[src/rtl/apb_fifo_pkg.sv]
// Shared definitions for the APB FIFO slice: default geometry, register map
// offsets and the status word layout used by the APB readback path.
package apb_fifo_pkg;

  localparam int DWIDTH_DEF = 8;
  localparam int DEPTH_DEF  = 256;
  localparam int AW_DEF     = $clog2(DEPTH_DEF);
  localparam int LWIDTH_DEF = AW_DEF + 1;

  // APB register offsets
  localparam logic [7:0] REG_DATA_OFS = 8'h00;
  localparam logic [7:0] REG_STAT_OFS = 8'h04;

  // Status word bit positions
  localparam int STAT_EMPTY_BIT     = 0;
  localparam int STAT_FULL_BIT      = 1;
  localparam int STAT_OVERFLOW_BIT  = 2;
  localparam int STAT_UNDERFLOW_BIT = 3;
  localparam int STAT_LEVEL_LSB     = 16;

  // Assemble the status word seen by the APB front-end.
  function automatic logic [31:0] pack_status(input logic [LWIDTH_DEF-1:0] level,
                                              input logic full,
                                              input logic empty,
                                              input logic overflow,
                                              input logic underflow);
    logic [31:0] s;
    s                                   = '0;
    s[STAT_EMPTY_BIT]                   = empty;
    s[STAT_FULL_BIT]                    = full;
    s[STAT_OVERFLOW_BIT]                = overflow;
    s[STAT_UNDERFLOW_BIT]               = underflow;
    s[STAT_LEVEL_LSB +: LWIDTH_DEF]     = level;
    return s;
  endfunction

endpackage

[src/rtl/apb_fifo_if.sv]
// Strobe/data bundle between the APB register front-end (master) and the
// FIFO core (slave).
interface apb_fifo_if #(
  parameter int DWIDTH = apb_fifo_pkg::DWIDTH_DEF,
  parameter int LWIDTH = apb_fifo_pkg::LWIDTH_DEF
);

  logic              enable;
  logic              ff_clear;
  logic              ff_write;
  logic [DWIDTH-1:0] ff_wdata;
  logic              ff_read;
  logic [DWIDTH-1:0] ff_rdata;
  logic              ff_full;
  logic              ff_empty;
  logic [LWIDTH-1:0] ff_level;
  logic              ff_overflow;
  logic              ff_underflow;

  modport master (
    output enable, ff_clear, ff_write, ff_wdata, ff_read,
    input  ff_rdata, ff_full, ff_empty, ff_level, ff_overflow, ff_underflow
  );

  modport slave (
    input  enable, ff_clear, ff_write, ff_wdata, ff_read,
    output ff_rdata, ff_full, ff_empty, ff_level, ff_overflow, ff_underflow
  );

endinterface

[src/rtl/fifo_ram.sv]
// DEPTH x DWIDTH storage: synchronous write port, asynchronous read port.
module fifo_ram #(
  parameter int DWIDTH = 8,
  parameter int DEPTH  = 256,
  parameter int AW     = 8
) (
  input  logic              pclk,
  input  logic              we,
  input  logic [AW-1:0]     waddr,
  input  logic [DWIDTH-1:0] wdata,
  input  logic [AW-1:0]     raddr,
  output logic [DWIDTH-1:0] rdata
);

  logic [DWIDTH-1:0] mem [DEPTH];

  // Write port: one word per accepted push.
  // NOTE: the array has no reset -- contents are don't-care until written, and
  // leaving it unreset lets synthesis map it onto RAM; non-blocking keeps the
  // write ordered after every reader sampling this edge.
  always_ff @(posedge pclk) begin
    if (we) mem[waddr] <= wdata;
  end

  // Read port: show-ahead, purely combinational from the read address.
  assign rdata = mem[raddr];

endmodule

[src/rtl/apb_fifo_core.sv]
// Single-clock FIFO behind the APB register front-end. Holds pointer, level
// and flag control; storage lives in fifo_ram. The level counter is the
// single source of truth for full/empty.
module apb_fifo_core
  import apb_fifo_pkg::*;
#(
  parameter int DWIDTH = DWIDTH_DEF,
  parameter int DEPTH  = DEPTH_DEF,
  parameter int AW     = $clog2(DEPTH),
  parameter int LWIDTH = AW + 1
) (
  input  logic pclk,
  input  logic reset_n,
  apb_fifo_if.slave bus
);

  logic [AW-1:0]     wr_ptr,  wr_ptr_nxt;
  logic [AW-1:0]     rd_ptr,  rd_ptr_nxt;
  logic [LWIDTH-1:0] level,   level_nxt;
  logic              full_q,  empty_q;
  logic              ovf_q,   ovf_nxt;
  logic              unf_q,   unf_nxt;
  logic              push_ok, pop_ok;
  logic [DWIDTH-1:0] ram_rdata;

  // Next-state: clear wins, then accept/reject push and pop and track level.
  // NOTE: every signal gets a default before any branch so no path leaves it
  // unassigned, which would otherwise infer a latch.
  always_comb begin
    push_ok    = 1'b0;
    pop_ok     = 1'b0;
    wr_ptr_nxt = wr_ptr;
    rd_ptr_nxt = rd_ptr;
    level_nxt  = level;
    ovf_nxt    = ovf_q;
    unf_nxt    = unf_q;

    if (bus.enable) begin
      if (bus.ff_clear) begin
        wr_ptr_nxt = '0;
        rd_ptr_nxt = '0;
        level_nxt  = '0;
        ovf_nxt    = 1'b0;
        unf_nxt    = 1'b0;
      end else begin
        // A pop in the same cycle frees the slot, so a full FIFO still accepts.
        push_ok = bus.ff_write & (~full_q | bus.ff_read);
        pop_ok  = bus.ff_read & ~empty_q;

        if (push_ok) wr_ptr_nxt = wr_ptr + AW'(1);
        if (pop_ok)  rd_ptr_nxt = rd_ptr + AW'(1);

        unique case ({push_ok, pop_ok})
          2'b10:   level_nxt = level + LWIDTH'(1);
          2'b01:   level_nxt = level - LWIDTH'(1);
          default: level_nxt = level;
        endcase

        if (bus.ff_write && !push_ok) ovf_nxt = 1'b1;
        if (bus.ff_read  && !pop_ok)  unf_nxt = 1'b1;
      end
    end
  end

  // State register; flags are derived from the next level so they are
  // registered alongside it.
  always_ff @(posedge pclk or negedge reset_n) begin
    if (!reset_n) begin
      wr_ptr  <= '0;
      rd_ptr  <= '0;
      level   <= '0;
      full_q  <= 1'b0;
      empty_q <= 1'b1;
      ovf_q   <= 1'b0;
      unf_q   <= 1'b0;
    end else begin
      wr_ptr  <= wr_ptr_nxt;
      rd_ptr  <= rd_ptr_nxt;
      level   <= level_nxt;
      full_q  <= (level_nxt == LWIDTH'(DEPTH));
      empty_q <= (level_nxt == '0);
      ovf_q   <= ovf_nxt;
      unf_q   <= unf_nxt;
    end
  end

  fifo_ram #(
    .DWIDTH (DWIDTH),
    .DEPTH  (DEPTH),
    .AW     (AW)
  ) u_ram (
    .pclk  (pclk),
    .we    (push_ok),
    .waddr (wr_ptr),
    .wdata (bus.ff_wdata),
    .raddr (rd_ptr),
    .rdata (ram_rdata)
  );

  // Head word is masked while empty so stale RAM contents never leak out.
  assign bus.ff_rdata     = empty_q ? '0 : ram_rdata;
  assign bus.ff_full      = full_q;
  assign bus.ff_empty     = empty_q;
  assign bus.ff_level     = level;
  assign bus.ff_overflow  = ovf_q;
  assign bus.ff_underflow = unf_q;

endmodule
[src/flat_wrapper.sv]
// flat-port wrapper written by rule: the top's interface ports become plain ports
module apb_fifo_core_flat import apb_fifo_pkg::*;
#(
  parameter int DWIDTH = DWIDTH_DEF,
  parameter int DEPTH  = DEPTH_DEF,
  parameter int AW     = $clog2(DEPTH),
  parameter int LWIDTH = AW + 1
)
  (pclk, reset_n, bus_enable, bus_ff_clear, bus_ff_write, bus_ff_wdata, bus_ff_read, bus_ff_rdata, bus_ff_full, bus_ff_empty, bus_ff_level, bus_ff_overflow, bus_ff_underflow);
  apb_fifo_if #(.DWIDTH(DWIDTH), .LWIDTH(LWIDTH)) bus_i ();
  input  logic pclk;
  input  logic reset_n;
  input wire logic [$bits(bus_i.enable)-1:0] bus_enable;
  input wire logic [$bits(bus_i.ff_clear)-1:0] bus_ff_clear;
  input wire logic [$bits(bus_i.ff_write)-1:0] bus_ff_write;
  input wire logic [$bits(bus_i.ff_wdata)-1:0] bus_ff_wdata;
  input wire logic [$bits(bus_i.ff_read)-1:0] bus_ff_read;
  output wire logic [$bits(bus_i.ff_rdata)-1:0] bus_ff_rdata;
  output wire logic [$bits(bus_i.ff_full)-1:0] bus_ff_full;
  output wire logic [$bits(bus_i.ff_empty)-1:0] bus_ff_empty;
  output wire logic [$bits(bus_i.ff_level)-1:0] bus_ff_level;
  output wire logic [$bits(bus_i.ff_overflow)-1:0] bus_ff_overflow;
  output wire logic [$bits(bus_i.ff_underflow)-1:0] bus_ff_underflow;
  assign bus_i.enable = bus_enable;
  assign bus_i.ff_clear = bus_ff_clear;
  assign bus_i.ff_write = bus_ff_write;
  assign bus_i.ff_wdata = bus_ff_wdata;
  assign bus_i.ff_read = bus_ff_read;
  assign bus_ff_rdata = bus_i.ff_rdata;
  assign bus_ff_full = bus_i.ff_full;
  assign bus_ff_empty = bus_i.ff_empty;
  assign bus_ff_level = bus_i.ff_level;
  assign bus_ff_overflow = bus_i.ff_overflow;
  assign bus_ff_underflow = bus_i.ff_underflow;
  apb_fifo_core #(.DWIDTH(DWIDTH), .DEPTH(DEPTH), .AW(AW), .LWIDTH(LWIDTH)) u_core (.pclk(pclk), .reset_n(reset_n), .bus(bus_i));
endmodule
[config.mk]
export PLATFORM = sky130hd
export DESIGN_NAME = apb_fifo_core_flat
export DESIGN_NICKNAME = d
export VERILOG_FILES = /design/src/rtl/apb_fifo_pkg.sv /design/src/rtl/apb_fifo_if.sv /design/src/rtl/fifo_ram.sv /design/src/rtl/apb_fifo_core.sv /design/src/flat_wrapper.sv
export SDC_FILE = /design/constraint.sdc
export NUM_CORES = 2
export LEC_CHECK = 0
export BUFFER_PORTS_ARGS = -buffer_cell sky130_fd_sc_hd__buf_2
export CORE_ASPECT_RATIO = 0.9
export CORE_MARGIN = 4
export CORE_UTILIZATION = 40
export CTS_CLUSTER_SIZE = 8
export DETAILED_ROUTE_END_ITERATION = 10
export HOLD_SLACK_MARGIN = 0.15
export PLACE_DENSITY = 0.64
export SLEW_MARGIN = 20
export SYNTH_ARGS = -nofsm -noshare
export SYNTH_HDL_FRONTEND = slang
export SYNTH_SLANG_ARGS = --single-unit
export TNS_END_PERCENT = 1
[constraint.sdc]
create_clock -name pclk -period 3.19 [get_ports pclk]
set_input_delay 0.1595 -clock pclk [delete_from_list [all_inputs] [get_ports pclk]]
set_output_delay 0.1595 -clock pclk [all_outputs]
set_load 0.02 [all_outputs]
* Word-level counts from Yosys, hierarchy flattened *
Memory sizes are Yosys's and may differ from the RTL's.
Index checks and enable logic that the tools add are counted.

cells by class
  bitwise logic cells = 5
  muxes and demuxes = 16
  eq/ne operators = 3
  reductions and logical operators = 13
  add/sub/neg operators = 4

operator list
  kind                                                                    count
  8-bit 2-to-1 mux                                                        5
  9-bit 2-to-1 mux                                                        2
  9-bit case mux with 2 select lines                                      1
  8-bit by 1-bit adder with 8-bit output (second input constant)          2
  9-bit by 1-bit adder with 9-bit output (second input constant)          1
  9-bit equality test (second input constant)                             1
  9-bit logical NOT                                                       1
  9-bit by 1-bit subtractor with 9-bit output (second input constant)     1
  1-bit 2-to-1 mux                                                        8
  2-bit AND reduction                                                     4
  2-bit nonzero test                                                      4
  1-bit bitwise AND                                                       2
  2-bit by 1-bit equality test with 1-bit output (second input constant)  1
  2-bit equality test (second input constant)                             1
  1-bit logical AND                                                       2
  1-bit logical NOT                                                       2
  1-bit inverter                                                          2
  1-bit OR                                                                1

word-level totals
  bits in writable memories = 2,048
  output and inout bits = 21
  bits of input ports = 14
  register bits after elaboration = 29
  memories kept = 1
  logic and storage cells = 49

memory list
  memory            depth  width  read ports  clocked after memory_dff  write ports  RTL line        source
  u_core.u_ram.mem  256    8      1           0                         1            fifo_ram.sv:15  logic [DWIDTH-1:0] mem [DEPTH];

* Logic depth before layout (Yosys ltp) *
  word-level depth = 8
  mapped depth = 13
  gate-level depth less buffers = 12

* By module *
A second synthesis with hierarchy kept.

unflattened totals
  cell total of the unflattened synthesis = 3,945
  area total of the unflattened synthesis = 81,358.0 um^2

by module, submodules not included
  module         times used  area each (um^2)  seq. area each (um^2)  cells each
  fifo_ram       1           79,396.1          61,499.0               3,725
  apb_fifo_core  1           1,961.9           726.9                  220

* Worst setup path after synthesis *
OpenSTA, ideal clock, no wires.

  path kind = flip-flop to flip-flop
  start = reg u_core.empty_q, in the netlist u_core.bus.ff_empty
  end = reg u_core.empty_q, in the netlist u_core.bus.ff_empty
  clock period less this slack = 2.800 ns
  stages on the path, launching flop included = 13
  setup slack = 0.390 ns
  setup time = 0.068 ns
  data arrival time = 2.732 ns
  buffers on the path = 1
  data required time = 3.122 ns
  cell sequence = dfstp_2 -> or3b_2 -> clkbuf_1 -> xnor2_1 -> ha_1 -> or3b_2 -> a21oi_1 -> o21ai_0 -> a21o_1 -> a21oi_1 -> o41a_1 -> nand2_1 -> nor2_1

between the ends
  cells in the longest elaborated chain, start to end = 7
  elaborated cells between the ends (all ways) = 8
  those cells by class = eq/ne: 2; mux: 3; bitwise: 2; reduce/logical: 1

RTL lines
  what                                                                                          RTL line             source
  start, declared                                                                               apb_fifo_core.sv:20  logic full_q, empty_q;
  start signal, assigned                                                                        apb_fifo_core.sv:81  empty_q <= (level_nxt == '0);
  1-bit inverter *                                                                              apb_fifo_core.sv:48  pop_ok = bus.ff_read & ~empty_q;
  1-bit bitwise AND *                                                                           apb_fifo_core.sv:48
  2-bit by 1-bit equality test with 1-bit output / 2-bit equality test (equally long branches)  apb_fifo_core.sv:53  unique case ({push_ok, pop_ok})
  9-bit case mux with 2 select lines *                                                          apb_fifo_core.sv:53
  9-bit 2-to-1 mux *                                                                            apb_fifo_core.sv:39  if (bus.ff_clear) begin
  9-bit 2-to-1 mux *                                                                            apb_fifo_core.sv:38  if (bus.enable) begin
  via u_core.level_nxt[8]                                                                       apb_fifo_core.sv:19  logic [LWIDTH-1:0] level, level_nxt;
  9-bit logical NOT *                                                                           apb_fifo_core.sv:81

The timed path passes the listed nets; every way through them passes the cells marked *.
A chain may end at the register's enable or synchronous reset.

* Worst setup path in the final report *
  start = reg u_core.rd_ptr[0]
  end = out bus_ff_rdata[5]

between the ends
  cells in the longest elaborated chain, start to end = 2

RTL lines
  what                    RTL line              source
  start, declared         apb_fifo_core.sv:18   logic [AW-1:0] rd_ptr, rd_ptr_nxt;
  start signal, assigned  apb_fifo_core.sv:78   rd_ptr <= rd_ptr_nxt;
  memory 256 x 8 bit      -
  8-bit 2-to-1 mux        apb_fifo_core.sv:101  assign bus.ff_rdata = empty_q ? '0 : ram_rdata;
  end, declared           flat_wrapper.sv:18    output wire logic [$bits(bus_i.ff_rdata)-1:0] bus_ff_rdata;

No other way between the ends.

==> impl_metrics.sql <==
INSERT INTO impl_metrics (metric_group, metric, value, unit) VALUES
('logic_synthesis', 'syn_area_per_cell', '21.6', 'um^2'),
('setup_path', 'cp_num_buf_inv', '5', ''),
('setup_path', 'worst_setup_path_end_kind', 'primary output', ''),
('cells_and_area', 'drive_above_1_share', '0.365', ''),
('die', 'design.die.area', '210000', 'um^2'),
('pwr', 'cellLeakagePower', '31.5', 'nW'),
('pwr', 'finalPower', '73.3', 'mW'),
('logic_synthesis', 'distinct_cells_synth', '63', ''),
('die', 'ioPinCount', '35', ''),
('clock_network', 'clock_tree_from_tritoncts', 'yes', ''),
('drt', 'ant_nets', '0', ''),
('clock_network', 'clk_latency', '0.89', 'ns'),
('pwr', 'power_per_cell_area', '746', 'nW/um^2'),
('logic_synthesis', 'number_of_enable_type_register_cells_in_the_synthesized_netlist', '2048', ''),
('setup_path', 'crit_family', 'multiplexers', ''),
('run', 'timing.max_cap.violations', '0', ''),
('pwr', 'seq_power_share', '0.414', ''),
('die', 'rows', '156', ''),
('timing', 'timing.final.max_slew_violations', '0', ''),
('logic_synthesis', 'yosys.area.top_type', 'sky130_fd_sc_hd__edfxtp_1', ''),
('die', 'die_h', '435', 'um'),
('timing', 'tightestPinTransition', '1.01', 'ns'),
('place', 'finalWeightedCongestion', '0.853', ''),
('hold_path', 'hold_class', 'in2reg', ''),
('logic_synthesis', 'post_synth_inst_count', '3754', ''),
('global_route', 'grt_start_max_net_pins', '132', ''),
('clock_network', 'cts_inserted_buffers', '309', ''),
('drt', 'dr_total_vias', '43088', ''),
('drt', 'wl', '218000', 'um'),
('setup_path', 'critPathMaxFanout', '8', ''),
('setup_path', 'cp_slowest_cell', 'sky130_fd_sc_hd__dfrtp_4', ''),
('logic_synthesis', 'dominantRegCellSynth', 'sky130_fd_sc_hd__edfxtp_1', ''),
('cells_and_area', 'final_cell_mix', '2,048 x sky130_fd_sc_hd__edfxtp_1, 612 x sky130_fd_sc_hd__buf_4, 540 x sky130_fd_sc_hd__mux4_2', ''),
('drt', 'routedWlPerCell', '29.7', 'um'),
('timing', 'setup_viol', '8', ''),
('global_route', 'antenna_found_initial', '3', ''),
('place', 'count_of_port_buffers_added_during_placement', '34', ''),
('pwr', 'p_sw_frac', '0.256', ''),
('logic_synthesis', 'seq_area_frac_synth', '0.769', ''),
('timing', 'slew_headroom', '0.330', ''),
('hold_path', 'min_from', 'bus_ff_clear', ''),
('pwr', 'combPwrFrac', '0.205', ''),
('outcome', 'outcome', 'complete, but fails checks', ''),
('pwr', 'internal_power', '54.5', 'mW'),
('outcome', 'failed_checks', 'negative setup slack', ''),
('cells_and_area', 'most_common_cell_after_layout_fill_and_taps_aside', 'sky130_fd_sc_hd__edfxtp_1', ''),
('logic_synthesis', 'synth_warnings', '0', ''),
('timing', 'worst_clock_skew', '0.0508', 'ns'),
('pwr', 'vdd.ir_drop.worst', '0.000577', 'V'),
('cells_and_area', 'area_delta_synth_final', '21.5', '%'),
('setup_path', 'critical_path_class', 'reg2out', ''),
('drt', 'detail_route.first_pass.iterations', '5', ''),
('cells_and_area', 'final_nets', '4608', ''),
('logic_synthesis', 'synth_area_leaders', 'sky130_fd_sc_hd__edfxtp_1 76%, sky130_fd_sc_hd__mux4_2 15%, sky130_fd_sc_hd__nor2_1 1.4%, sky130_fd_sc_hd__dfrtp_1 0.87%, sky130_fd_sc_hd__a22oi_1 0.84%', ''),
('timing', 'finalCritPeriodShare', '1.37', ''),
('clock_network', 'cts-root-buf', 'sky130_fd_sc_hd__clkbuf_16', ''),
('timing', 'maximum_clock_frequency', '228', 'MHz'),
('timing', 'rsz0062_at_grt', 'yes', ''),
('clock_network', 'clockBufferDepth', '4', ''),
('timing', 'hold_ws', '0.339', 'ns'),
('setup_path', 'worst_setup_path_startpoint', 'u_core.rd_ptr[0]', ''),
('logic_synthesis', 'postSynthRegisterBits', '2077', ''),
('die', 'effective_utilization_at_floorplan', '0.402', ''),
('place', 'pre_cts_ws', '-0.839', 'ns'),
('die', 'core_area', '201000', 'um^2'),
('global_route', 'grt_first_pass_wirelength', '315000', 'um'),
('setup_path', 'critical_path.max_stage_delay', '0.55', 'ns'),
('timing', 'final_hold_violation_count', '0', ''),
('setup_path', 'r2r-start', 'u_core.bus.ff_full', ''),
('timing', 'final.setup.worst_slack', '-1.19', 'ns'),
('timing', 'timing.final.crit_period', '4.38', 'ns');
## sequential cells by signal, summed over array words and instances, names as in the netlist
register	flops
u_core.rd_ptr	8
u_core.u_ram.mem	2048
u_core.bus.ff_underflow	1
u_core.wr_ptr	8
u_core.bus.ff_overflow	1
u_core.bus.ff_full	1
u_core.bus.ff_empty	1
u_core.bus.ff_level	9
## routing by layer
metal	vias to the layer above	share of wire	GRT usage
met3	424	0.10	0.0487
met5	-	0	0
met1	22810	0.42	0.308
li1	17370	-	-
met4	0	0.031	0.0667
met2	2484	0.45	0.307
## cell usage after synthesis, drive strengths merged, types with 20 or more instances
library cell     n
a21oi           50
a221oi          34
a22o            33
a22oi           90
buf            121
clkbuf         110
dfrtp           28
edfxtp        2048
mux2i           67
mux4           540
nand2           69
nand3           24
nor2           293
nor2b           20
o21ai           41
## area by class of cell
class / count / area (um^2) / area share
tap: 2686 / 3360 / 0.0342
sequential: 2077 / 62200 / 0.633
clock buffer: 352 / 7960 / 0.0810
antenna: 3 / 7.51 / 0.0000764
multi-input combinational: 1430 / 17800 / 0.181
clock inverter: 8 / 77.6 / 0.000789
timing repair buffer: 753 / 6750 / 0.0687
inverter: 16 / 60.1 / 0.000611
## worst register-to-register path: stages, from the launching register on
cell,delay [ns]
sky130_fd_sc_hd__dfrtp_1,0.40
sky130_fd_sc_hd__nand2_1,0.07
sky130_fd_sc_hd__nand2_1,0.23
sky130_fd_sc_hd__or2_2,0.49
sky130_fd_sc_hd__nor3b_1,0.22
sky130_fd_sc_hd__buf_4,0.19
sky130_fd_sc_hd__nand2_1,0.39
sky130_fd_sc_hd__nor2_1,0.55
sky130_fd_sc_hd__buf_4,0.24
## power groups by stage
stage | clock network [mW] | logic (mW) | registers, mW
6_report | 28.0 | 15.0 | 30.3
5_1_grt | 29.7 | 15.7 | 30.3
4_1_cts | 28.4 | 14.9 | 30.3
3_5_place_dp | 0 | 14.2 | 30.8
3_3_place_gp | 0 | 14.1 | 30.8
2_1_floorplan | 0 | 8.08 | 30.8
## cells by family after synthesis
kind of cell	after synthesis	synth area share
fa+ha+maj	7	0.00108
flops	2077	0.769
xor+xnor	5	0.000541
buf+inv	247	0.0155
simple gates	473	0.0251
mux	610	0.159
compound gates	335	0.0296
## final timing paths
| path | end | slack, ns | depth (start not counted) |
|---|---|---|---|
| setup / recovery | bus_ff_rdata[5] | -1.19 | 12 |
| hold / removal | u_core.rd_ptr[4] | 0.34 | 4 |
| setup reg to reg | u_core.u_ram.mem[76][6] | 0.09 | 8 |
| hold reg to reg | u_core.wr_ptr[5] | 0.58 | 1 |
| max in group asynchronous | u_core.rd_ptr[2] | 2.55 | 4 |
| min in group asynchronous | u_core.bus.ff_empty | 0.41 | 3 |
## repair_timing
action                                  4_1_cts  5_1_grt
setup buffers                                14        9
hold buffers                                 22        0
pin swaps                                    11        7
gates resized for setup                      79       25
hold endpoints to repair                    850        0
endpoints found under the setup margin        8        8
gates cloned                                  3        1
## per-stage QoR
step / area [um^2] / TNS (ns) / instances
3_5_place_dp: 89200 / -4.03 / 6913
5_1_grt: 98300 / -9.84 / 7322
3_3_place_gp: 89200 / -4.11 / 6913
6_report: 98300 / -9.07 / 7325
2_1_floorplan: 80900 / 0 / 3754
4_1_cts: 98100 / -9.49 / 7312
Power figures use the tool's default switching activity.
